===== config.mk =====
export PLATFORM = sky130hd
export DESIGN_NAME = fft8_ctrl
export DESIGN_NICKNAME = d
export VERILOG_FILES = /design/src/rtl/fft_pkg.sv /design/src/rtl/fft8_delay_line.sv /design/src/rtl/fft8_ctrl.sv
export SDC_FILE = /design/constraint.sdc
export NUM_CORES = 1
export LEC_CHECK = 0
export CAP_MARGIN = 20
export CORE_MARGIN = 1.5
export CORE_UTILIZATION = 49
export DETAILED_ROUTE_END_ITERATION = 8
export PLACE_DENSITY = 0.78
export SLEW_MARGIN = 25
export SYNTH_ARGS = -nofsm -noshare
export SYNTH_HDL_FRONTEND = slang
export SYNTH_SLANG_ARGS = --single-unit

===== constraint.sdc =====
create_clock -name clk -period 3.6 [get_ports clk]
set_clock_uncertainty 0.2 [all_clocks]
set_input_delay 0.36 -clock clk [delete_from_list [all_inputs] [get_ports clk]]
set_output_delay 0.36 -clock clk [all_outputs]
set_load 0.03 [all_outputs]

===== src/rtl/fft_pkg.sv =====
// Shared definitions for the 8-point FFT address controller.
// Holds the FSM state encoding, transform geometry, bus widths, the
// writeback request payload and a bit-reverse helper.
package fft_pkg;

    localparam int unsigned N_PTS   = 8;
    localparam int unsigned LOG2N   = 3;
    localparam int unsigned ADDR_W  = 3;
    localparam int unsigned TW_W    = 2;
    localparam int unsigned STAGE_W = 2;
    localparam int unsigned KCNT_W  = 2;

    typedef enum logic [2:0] {
        IDLE,
        LOAD,
        COMP,
        WAIT,
        FIN
    } state_t;

    // One butterfly writeback request travelling through the delay line
    typedef struct packed {
        logic              valid;
        logic [ADDR_W-1:0] addr_a;
        logic [ADDR_W-1:0] addr_b;
    } wb_req_t;

    // Reverse the bit order of a working-RAM address
    function automatic logic [ADDR_W-1:0] bitrev(input logic [ADDR_W-1:0] x);
        logic [ADDR_W-1:0] r;
        r = '0;
        for (int i = 0; i < int'(ADDR_W); i++) begin
            r[i] = x[int'(ADDR_W) - 1 - i];
        end
        return r;
    endfunction

endpackage


===== src/rtl/fft8_delay_line.sv =====
// Fixed-depth shift register carrying butterfly valid + operand addresses
// from issue to writeback.
// Ports: clk, rst_n (async, active-low); d_valid/d_addr_a/d_addr_b in;
//        q_valid/q_addr_a/q_addr_b out, DEPTH cycles later.
module fft8_delay_line
    import fft_pkg::*;
#(
    parameter int unsigned DEPTH = 2
) (
    input  logic              clk,
    input  logic              rst_n,
    input  logic              d_valid,
    input  logic [ADDR_W-1:0] d_addr_a,
    input  logic [ADDR_W-1:0] d_addr_b,
    output logic              q_valid,
    output logic [ADDR_W-1:0] q_addr_a,
    output logic [ADDR_W-1:0] q_addr_b
);

    wb_req_t pipe_q [DEPTH];

    // Shift register; reset flushes in-flight writebacks
    always_ff @(posedge clk or negedge rst_n) begin
        if (!rst_n) begin
            for (int i = 0; i < int'(DEPTH); i++) begin
                pipe_q[i] <= '0;
            end
        end else begin
            pipe_q[0] <= '{valid: d_valid, addr_a: d_addr_a, addr_b: d_addr_b};
            for (int i = 1; i < int'(DEPTH); i++) begin
                pipe_q[i] <= pipe_q[i-1];
            end
        end
    end

    assign q_valid  = pipe_q[DEPTH-1].valid;
    assign q_addr_a = pipe_q[DEPTH-1].addr_a;
    assign q_addr_b = pipe_q[DEPTH-1].addr_b;

endmodule


===== src/rtl/fft8_ctrl.sv =====
// Address/sequencing controller for an in-place radix-2 8-point FFT.
// Loads 8 samples, then issues 3 stages of 4 butterflies with a
// PIPE_LAT-cycle drain between stages, then pulses done.
// Ports: clk, rst_n (async, active-low), start, in_valid / in_ready,
//        ld_we/ld_addr (sample load), bf_valid/rd_addr_a/rd_addr_b/tw_addr
//        (butterfly issue), wr_en/wr_addr_a/wr_addr_b (writeback),
//        stage, busy, done.
// Build option: define FFT8_CTRL_BITREV_EN to store loaded samples at
//        bit-reversed addresses; otherwise ld_addr is the load count.
module fft8_ctrl
    import fft_pkg::*;
#(
    parameter int unsigned PIPE_LAT = 2,
    parameter int unsigned N_PTS    = 8
) (
    input  logic       clk,
    input  logic       rst_n,
    input  logic       start,
    input  logic       in_valid,
    output logic       in_ready,
    output logic       ld_we,
    output logic [2:0] ld_addr,
    output logic       bf_valid,
    output logic [2:0] rd_addr_a,
    output logic [2:0] rd_addr_b,
    output logic [1:0] tw_addr,
    output logic       wr_en,
    output logic [2:0] wr_addr_a,
    output logic [2:0] wr_addr_b,
    output logic [1:0] stage,
    output logic       busy,
    output logic       done
);

    localparam int unsigned WCNT_W = 2;

    if (N_PTS != fft_pkg::N_PTS) begin : g_bad_npts
        $error("fft8_ctrl: N_PTS must be 8");
    end
    if (PIPE_LAT < 1 || PIPE_LAT > 4) begin : g_bad_lat
        $error("fft8_ctrl: PIPE_LAT must be 1..4");
    end

    state_t              state_q, state_d;
    logic [ADDR_W-1:0]   n_q, n_d;
    logic [KCNT_W-1:0]   k_q, k_d;
    logic [STAGE_W-1:0]  stage_q, stage_d;
    logic [WCNT_W-1:0]   wcnt_q, wcnt_d;

    logic [ADDR_W-1:0]   span, pos, base, addr_a, addr_b;
    logic [TW_W-1:0]     tw;

    // State and counter registers
    always_ff @(posedge clk or negedge rst_n) begin
        if (!rst_n) begin
            state_q <= IDLE;
            n_q     <= '0;
            k_q     <= '0;
            stage_q <= '0;
            wcnt_q  <= '0;
        end else begin
            state_q <= state_d;
            n_q     <= n_d;
            k_q     <= k_d;
            stage_q <= stage_d;
            wcnt_q  <= wcnt_d;
        end
    end

    // Next-state and counter update
    always_comb begin
        state_d = state_q;
        n_d     = n_q;
        k_d     = k_q;
        stage_d = stage_q;
        wcnt_d  = wcnt_q;
        case (state_q)
            IDLE: begin
                if (start) state_d = LOAD;
            end
            LOAD: begin
                if (in_valid) begin
                    n_d = n_q + ADDR_W'(1);
                    if (n_q == ADDR_W'(N_PTS - 1)) begin
                        state_d = COMP;
                        k_d     = '0;
                        stage_d = '0;
                    end
                end
            end
            COMP: begin
                k_d = k_q + KCNT_W'(1);
                if (k_q == KCNT_W'(3)) begin
                    state_d = WAIT;
                    wcnt_d  = '0;
                end
            end
            WAIT: begin
                // Hold off the next stage until every write of this stage has landed
                wcnt_d = wcnt_q + WCNT_W'(1);
                if (wcnt_q == WCNT_W'(PIPE_LAT - 1)) begin
                    wcnt_d = '0;
                    if (stage_q == STAGE_W'(LOG2N - 1)) begin
                        state_d = FIN;
                    end else begin
                        stage_d = stage_q + STAGE_W'(1);
                        state_d = COMP;
                    end
                end
            end
            FIN: begin
                state_d = IDLE;
                stage_d = '0;
            end
            default: state_d = IDLE;
        endcase
    end

    // Butterfly operand/twiddle addresses for (stage, k)
    always_comb begin
        span   = ADDR_W'(1) << stage_q;
        pos    = ADDR_W'(k_q) & (span - ADDR_W'(1));
        base   = (ADDR_W'(k_q) >> stage_q) << (stage_q + STAGE_W'(1));
        addr_a = base + pos;
        addr_b = addr_a + span;
        tw     = TW_W'(pos << (STAGE_W'(2) - stage_q));
    end

    assign in_ready  = (state_q == LOAD);
    assign ld_we     = in_ready & in_valid;
`ifdef FFT8_CTRL_BITREV_EN
    assign ld_addr   = bitrev(n_q);
`else
    assign ld_addr   = n_q;
`endif
    assign bf_valid  = (state_q == COMP);
    assign rd_addr_a = bf_valid ? addr_a : '0;
    assign rd_addr_b = bf_valid ? addr_b : '0;
    assign tw_addr   = bf_valid ? tw : '0;
    assign stage     = stage_q;
    assign busy      = (state_q != IDLE);
    assign done      = (state_q == FIN);

    fft8_delay_line #(
        .DEPTH (PIPE_LAT)
    ) u_dly (
        .clk      (clk),
        .rst_n    (rst_n),
        .d_valid  (bf_valid),
        .d_addr_a (rd_addr_a),
        .d_addr_b (rd_addr_b),
        .q_valid  (wr_en),
        .q_addr_a (wr_addr_a),
        .q_addr_b (wr_addr_b)
    );

endmodule


==> results.md, run 1 <==
- CP endpoint kind: primary output
- CTS Root Cell: clkbuf_4
- Delay-heaviest family, CP: adder cells
- H-tree levels: 1
- Ranking of synthesized cells by area: dfrtp_1, ha_1, buf_4, and2_1, fa_1
- Final hold violations: 0
- Detailed-route via count: 869
- # Post-CTS Setup Buffers: 0
- CORE AREA: between 2000 and 2500 um2
- Post-Syn Nets: 120
- Slew @ Worst Pin: 0.3607 ns
- Setup CP Type: reg -> out
- Post-synth EDFFs: 0
- Most frequent cell after synthesis: dfrtp_1
- #FFs+latches synth: 26
- Synthesized area: 1308 um2
- Vias in the first global route: between 900 and 1,000
- Drc violations: 0
- RSZ-0062 raised after global routing: yes
- Worst path cell trace: inv_4, ha_4, nor3_2, ha_2, fa_1, fa_2, xor2_1, xnor3_1, nor2_4, buf_6
- I/O pin cnt: 29
- Die width: 54.66 um
- Met3 Usage GRT: 0.02732
- Worst-Skew Late Latency: 0.32 ns
- Mapped Cells: 106
- Die area: 2987 um2
- Dpl ws: 0.06561 ns
- DR iter-0 viols: 9
- Final nets: between 100 and 150
- Met1 usage: 0.2277
- Antenna violations before repair: 0
- Setup ws final: 0.08790 ns
- Synth-to-layout area growth: 27.75%
- Setup violators final: 0
- Max frequency: ~280 MHz
- Critical Path Slowest Stage Cell: fa_1
- Routability-driven placement congestion ratio: 0.7795
- DIE HEIGHT: 54.66 um
- Post-synthesis sequential area ratio: 0.4976
- Ant. Diodes: 0
- Initial Util: 0.5230
- Share of layout cells above drive strength 1: 0.1908
- Yosys top cell area share: 0.4976
- Hold/Removal Path Class: reg -> reg
- Crit share post-route: 0.9756
- CTS clk-pin slew, worst paths: 0.14 ns
- M2 GR Usage: 0.3512
- Most frequent cells after synthesis: dfrtp_1, ha_1, and2_1, buf_4, nand2_1
- Port-buffer cells: 28
- GR Overflow Total: 0
- Pre-antenna DRT Iters: 4
- CTS tree: built
- Largest net degree at the start of global routing: 27
- Synth area leader: dfrtp_1
- Unique masters post-synth: 38
- Post-synth top flop: dfrtp_1
- Buffers & Inverters on Critical Path: 2
- Slew headroom: 0.7595
- WP data arrival: 2.95 ns
- Max incr delay on CP: 0.46 ns
- Synth warn: 0
- Max Slew Vio Count: 0
- CP Max Fanout: 5
- GR peak layer: met2
- Detail Route Antenna Nets: 0
- DR WL/cell: 15.28 um
- Fill cells: 189
- Tmin final: 3.512 ns
- Global-route wire length before repair: slightly above 4000 um
- Total CTS buffers: 3
- Clk buf depth: 2
- Crit path launch type: flip-flop
- Site Rows: 18
- HPWL Detailed: 1805 um
- CP required: roughly 3.0 ns
- Clock Sinks: 26
- DRT Wirelength: around 2500 um
- GRT Overall Usage: 0.1938
- Max Cap Viol: 0
- Vias per cell: 5.398
- Status: finished clean
- Hold_buf cts: 0
- Avg Cell Area, Syn: 12.33 um2
- Async set-reset flop share out of synthesis: 1.000
==> worst register-to-register path, stage by stage (launching register included) <==
cell and delay, ns:
dfrtp_2 0.45, inv_4 0.08, ha_4 0.23, nor3_2 0.13, ha_2 0.21, fa_1 0.46
fa_2 0.36, xor2_1 0.17, xnor3_1 0.28, nor2_4 0.13
==> logic make-up (layout without fill, tap and decap cells) <==
kind of cell | after synthesis | count (layout) | share of synthesized area
compound gates | 12 | 12 | 0.06699
buf+inv | 13 | 38 | 0.06985
mux | 6 | 6 | 0.05455
flops | 26 | 26 | 0.4976
fa+ha+maj | 10 | 10 | 0.1072
xor+xnor | 5 | 5 | 0.04402
simple gates | 34 | 34 | 0.1598
==> cell usage in the layout (no fill, tap or decap), types with 2 or more instances in the layout <==
| master | n |
|---|---|
| clkdlybuf4s50_1 | 26 |
| dfrtp_1 | 25 |
| and2_1 | 7 |
| nand2_1 | 7 |
| ha_1 | 6 |
| buf_4 | 4 |
| nor2_1 | 3 |
| mux2i_1 | 3 |
| and3_1 | 3 |
| clkbuf_4 | 3 |
| inv_2 | 2 |
| nor3b_1 | 2 |
| xor2_1 | 2 |
| xnor2_1 | 2 |
| mux2_4 | 2 |
| o21ai_0 | 2 |
| a22o_1 | 2 |
| nand3b_1 | 2 |
| a21oi_1 | 2 |
==> final timing paths <==
check / from / to / slack (ns) / cells past startpoint
setup / recovery: stage[0] / rd_addr_b[2] / 0.09 / 10
hold / removal: u_dly.pipe_q[10] / u_dly.q_addr_a[0] / 0.17 / 0
setup reg to reg: stage[0] / u_dly.pipe_q[9] / 0.85 / 9
hold reg to reg: u_dly.pipe_q[10] / u_dly.q_addr_a[0] / 0.17 / 0
max in group asynchronous: rst_n / stage[0] / 2.76 / 2
min in group asynchronous: rst_n / u_dly.q_addr_b[2] / 0.18 / 2
==> metal layers <==
layer / vias up / part of all wire
li1: 408 / -
met1: 441 / 0.42
met2: 18 / 0.54
met3: 2 / 0.033
met4: 0 / 0.0049
met5: - / 0
==> what timing repair did <==
| item | 4_1_cts | 5_1_grt |
|---|---|---|
| cloned | 0 | 0 |
| gates resized for setup | 7 | 4 |
| endpoints found under the setup margin | 1 | 1 |
| pin swaps | 2 | 4 |
==> area by class of cell <==
class | instances | area, um2 | share of cell area
flip-flops and latches | 26 | 651.9 | 0.3903
multi-input cells | 67 | 613.1 | 0.3670
repair buffers | 31 | 301.5 | 0.1805
well taps | 30 | 37.54 | 0.02247
clock inverters | 1 | 30.03 | 0.01798
clock buffers | 3 | 22.52 | 0.01348
inverters | 3 | 13.76 | 0.008240
==> metrics by stage <==
step | instance area, um2 | utilization | TNS [ns] | hold WS (ns) | cells
floorplan | 1323 | - | 0 | -0.1356 | 106
global placement | 1578 | 0.6311 | 0 | 0.1319 | 157
finish | 1670 | 0.6682 | 0 | 0.1666 | 161
CTS | 1653 | 0.6612 | 0 | 0.1692 | 161
global route | 1670 | 0.6682 | -0.05142 | 0.1836 | 161
detailed placement | 1578 | 0.6311 | 0 | 0.1371 | 157
==> sequential cells by signal, summed over array words and instances, names as in the netlist <==
| name | count |
|---|---|
| u_dly.pipe_q | 7 |
| ld_addr | 3 |
| state_q | 3 |
| u_dly.q_addr_a | 3 |
| u_dly.q_addr_b | 3 |
| k_q | 2 |
| stage | 2 |
| wcnt_q | 2 |
| u_dly.q_valid | 1 |
Power of run 1 is not shown: default switching activity piles up to over one toggle a cycle in this logic, so the estimate is an artifact.
==> run 2, diff against run 1 <==
--- a/config.mk
+++ b/config.mk
@@ -7,9 +7,10 @@
 export LEC_CHECK = 0
 export CAP_MARGIN = 20
 export CORE_MARGIN = 1.5
-export CORE_UTILIZATION = 49
+export CORE_UTILIZATION = 45
 export DETAILED_ROUTE_END_ITERATION = 8
-export PLACE_DENSITY = 0.78
+export PLACE_DENSITY = 0.72
+export SETUP_SLACK_MARGIN = 0.05
 export SLEW_MARGIN = 25
 export SYNTH_ARGS = -nofsm -noshare
 export SYNTH_HDL_FRONTEND = slang
==> run 2 against run 1 <==
Net effect:
- final cell count is 1.9% higher
- via count up 3.9%
- clock-buffer cell count grew 1
- first-iteration DRC count up 110%
- sequential share of layout area up 0.10 points
- global-route usage down 3.7 points
- critical path depth stayed put
- critical path type unchanged
- critical endpoint unchanged
- largest cell class unchanged
==> results.md, run 2 (synthesis gave the netlist of run 1 again) <==
- Share of layout cells above drive strength 1: 0.2030 (+0.01217)
- DR WL/cell: 14.45 um (-5.5%)
- Max Slew Vio Count: 0 (unchanged)
- RSZ-0062 raised after global routing: no
- Ant. Diodes: 0 (unchanged)
- Vias in the first global route: 883 (-3.6%)
- Initial Util: 0.4741 (-0.04889)
- Status: finished clean
- Final nets: 148 (+1.4%)
- Commonest cells after routing, fill and taps aside: clkdlybuf4s50_1, dfrtp_1, and2_1, nand2_1, ha_1
- GRT Overall Usage: 0.1572 (-0.03654)
- Max reg flops: 7 (unchanged)
- Crit share post-route: 0.9507 (-0.02492)
- Slew @ Worst Pin: 0.3609 ns (+0.0002058 ns)
- Hold_buf cts: 0 (unchanged)
- DR iter-0 viols: 19 (+10)
- H-tree levels: 1 (unchanged)
- Global-route wire length before repair: 3974 um (-2.0%)
- Slew headroom: 0.7584 (-0.001068)
- Final hold violations: 0 (unchanged)
- CP required: 3.04 ns (about the same)
- Vias per cell: 5.506 (+2.0%)
- Clk buf depth: 2 (unchanged)
- Detailed-route via count: 903 (+3.9%)
- Max frequency: 292.2 MHz (+2.6%)
- Site Rows: 19 (+1)
- Most flop-heavy register: u_dly.pipe_q
- Setup violators final: 0 (unchanged)
- Worst path cell trace: inv_4, ha_4, nor3_2, ha_2, fa_1, fa_2, xor2_1, xnor3_1, nor2_4, buf_6
- Setup TNS: 0 ns (unchanged)
- CP Max Fanout: 4 (-1)
- Die width: 56.91 um (+4.1%)
- Tmin final: 3.422 ns (-0.08973 ns)
- Critical Path Slowest Stage Cell: dfrtp_2
- Setup CP Type: reg -> out
- Detail Route Antenna Nets: 0 (unchanged)
- Clock Sinks: 26 (unchanged)
- DRT Wirelength: 2369 um (-3.7%)
- Drc violations: 0 (unchanged)
- Antenna violations before repair: 0 (unchanged)
- DIE HEIGHT: 56.91 um (+4.1%)
- GR Overflow Total: 0 (unchanged)
- Die area: 3238 um2 (+8.4%)
- Pre-antenna DRT Iters: 4 (unchanged)
- Max incr delay on CP: 0.45 ns (about the same)
- Crit path launch type: flip-flop
- Synth-to-layout area growth: 27.66% (about the same)
- Hold/Removal Path Class: reg -> reg
- Port-buffer cells: 28 (unchanged)
- I/O pin cnt: 29 (unchanged)
- CP endpoint kind: primary output
- Worst-Skew Late Latency: 0.32 ns (about the same)
- Commonest non-fill, non-tap cell in the layout: clkdlybuf4s50_1
- CTS Root Cell: clkbuf_4
- Fill cells: 234 (+24%)
- Max Cap Viol: 0 (unchanged)
- CORE AREA: 2758 um2 (+10%)
- Largest net degree at the start of global routing: 27 (unchanged)
- CTS tree: built
- HPWL Detailed: 1762 um (-2.4%)
- WP data arrival: 2.86 ns (-0.09 ns)
- Total CTS buffers: 3 (unchanged)
- CTS clk-pin slew, worst paths: 0.14 ns (about the same)
- Routability-driven placement congestion ratio: 0.8171 (+4.8%)
==> run 2: metrics by stage <==
stage          setup slack [ns]  cells  hold WS (ns)  utilization  instance area, um2
2_1_floorplan            0.1475    106       -0.1356            -                1326
6_report                 0.1776    164        0.1649       0.6053                1669
5_1_grt                 0.06155    164        0.1748       0.6053                1669
4_1_cts                 0.06064    163        0.1685       0.6021                1660
3_5_place_dp            0.06525    158        0.1364       0.5740                1583
3_3_place_gp             0.1440    158        0.1312       0.5740                1583
==> run 2: metal layers <==
| layer | vias to the layer above | GRT usage | share of wire |
|---|---|---|---|
| met5 | - | 0 | 0 |
| met4 | 0 | 0.06312 | 0.017 |
| met3 | 6 | 0.02995 | 0.047 |
| met2 | 25 | 0.2660 | 0.50 |
| met1 | 454 | 0.1976 | 0.44 |
| li1 | 418 | - | - |
==> run 2: repair_timing <==
action	CTS	global route
gates resized for setup	9	4
endpoints found under the setup margin	2	2
pin swaps	2	3
buffers inserted	1	1
==> run 2: path summary, 6_finish.rpt <==
path,cells after the start,to,startpoint,slack (ns)
setup reg to reg,10,u_dly.pipe_q[9],stage[0],0.84
max in group asynchronous,2,stage[0],rst_n,2.75
setup / recovery,10,rd_addr_b[2],stage[0],0.18
hold reg to reg,0,u_dly.q_addr_b[0],u_dly.pipe_q[7],0.16
hold / removal,0,u_dly.q_addr_b[0],u_dly.pipe_q[7],0.16
min in group asynchronous,2,u_dly.pipe_q[8],rst_n,0.18
==> run 2: final cells by class <==
type	instances	area, um2	area share
well taps	31	38.79	0.02324
flip-flops and latches	26	653.1	0.3913
multi-input cells	67	610.6	0.3658
repair buffers	33	314.1	0.1882
inverters	3	16.27	0.009745
clock buffers	4	36.28	0.02174
==> run 2: critical path, delay by kind of cell, from the launching register on <==
kind	cells	cell delay [ns]
AND/OR/NAND/NOR	2	0.26
XOR/XNOR	2	0.42
flip-flops	1	0.45
buffers and inverters	2	0.22
adder cells (fa/ha/maj)	4	1.20
Power of run 2 is left out for the same reason.
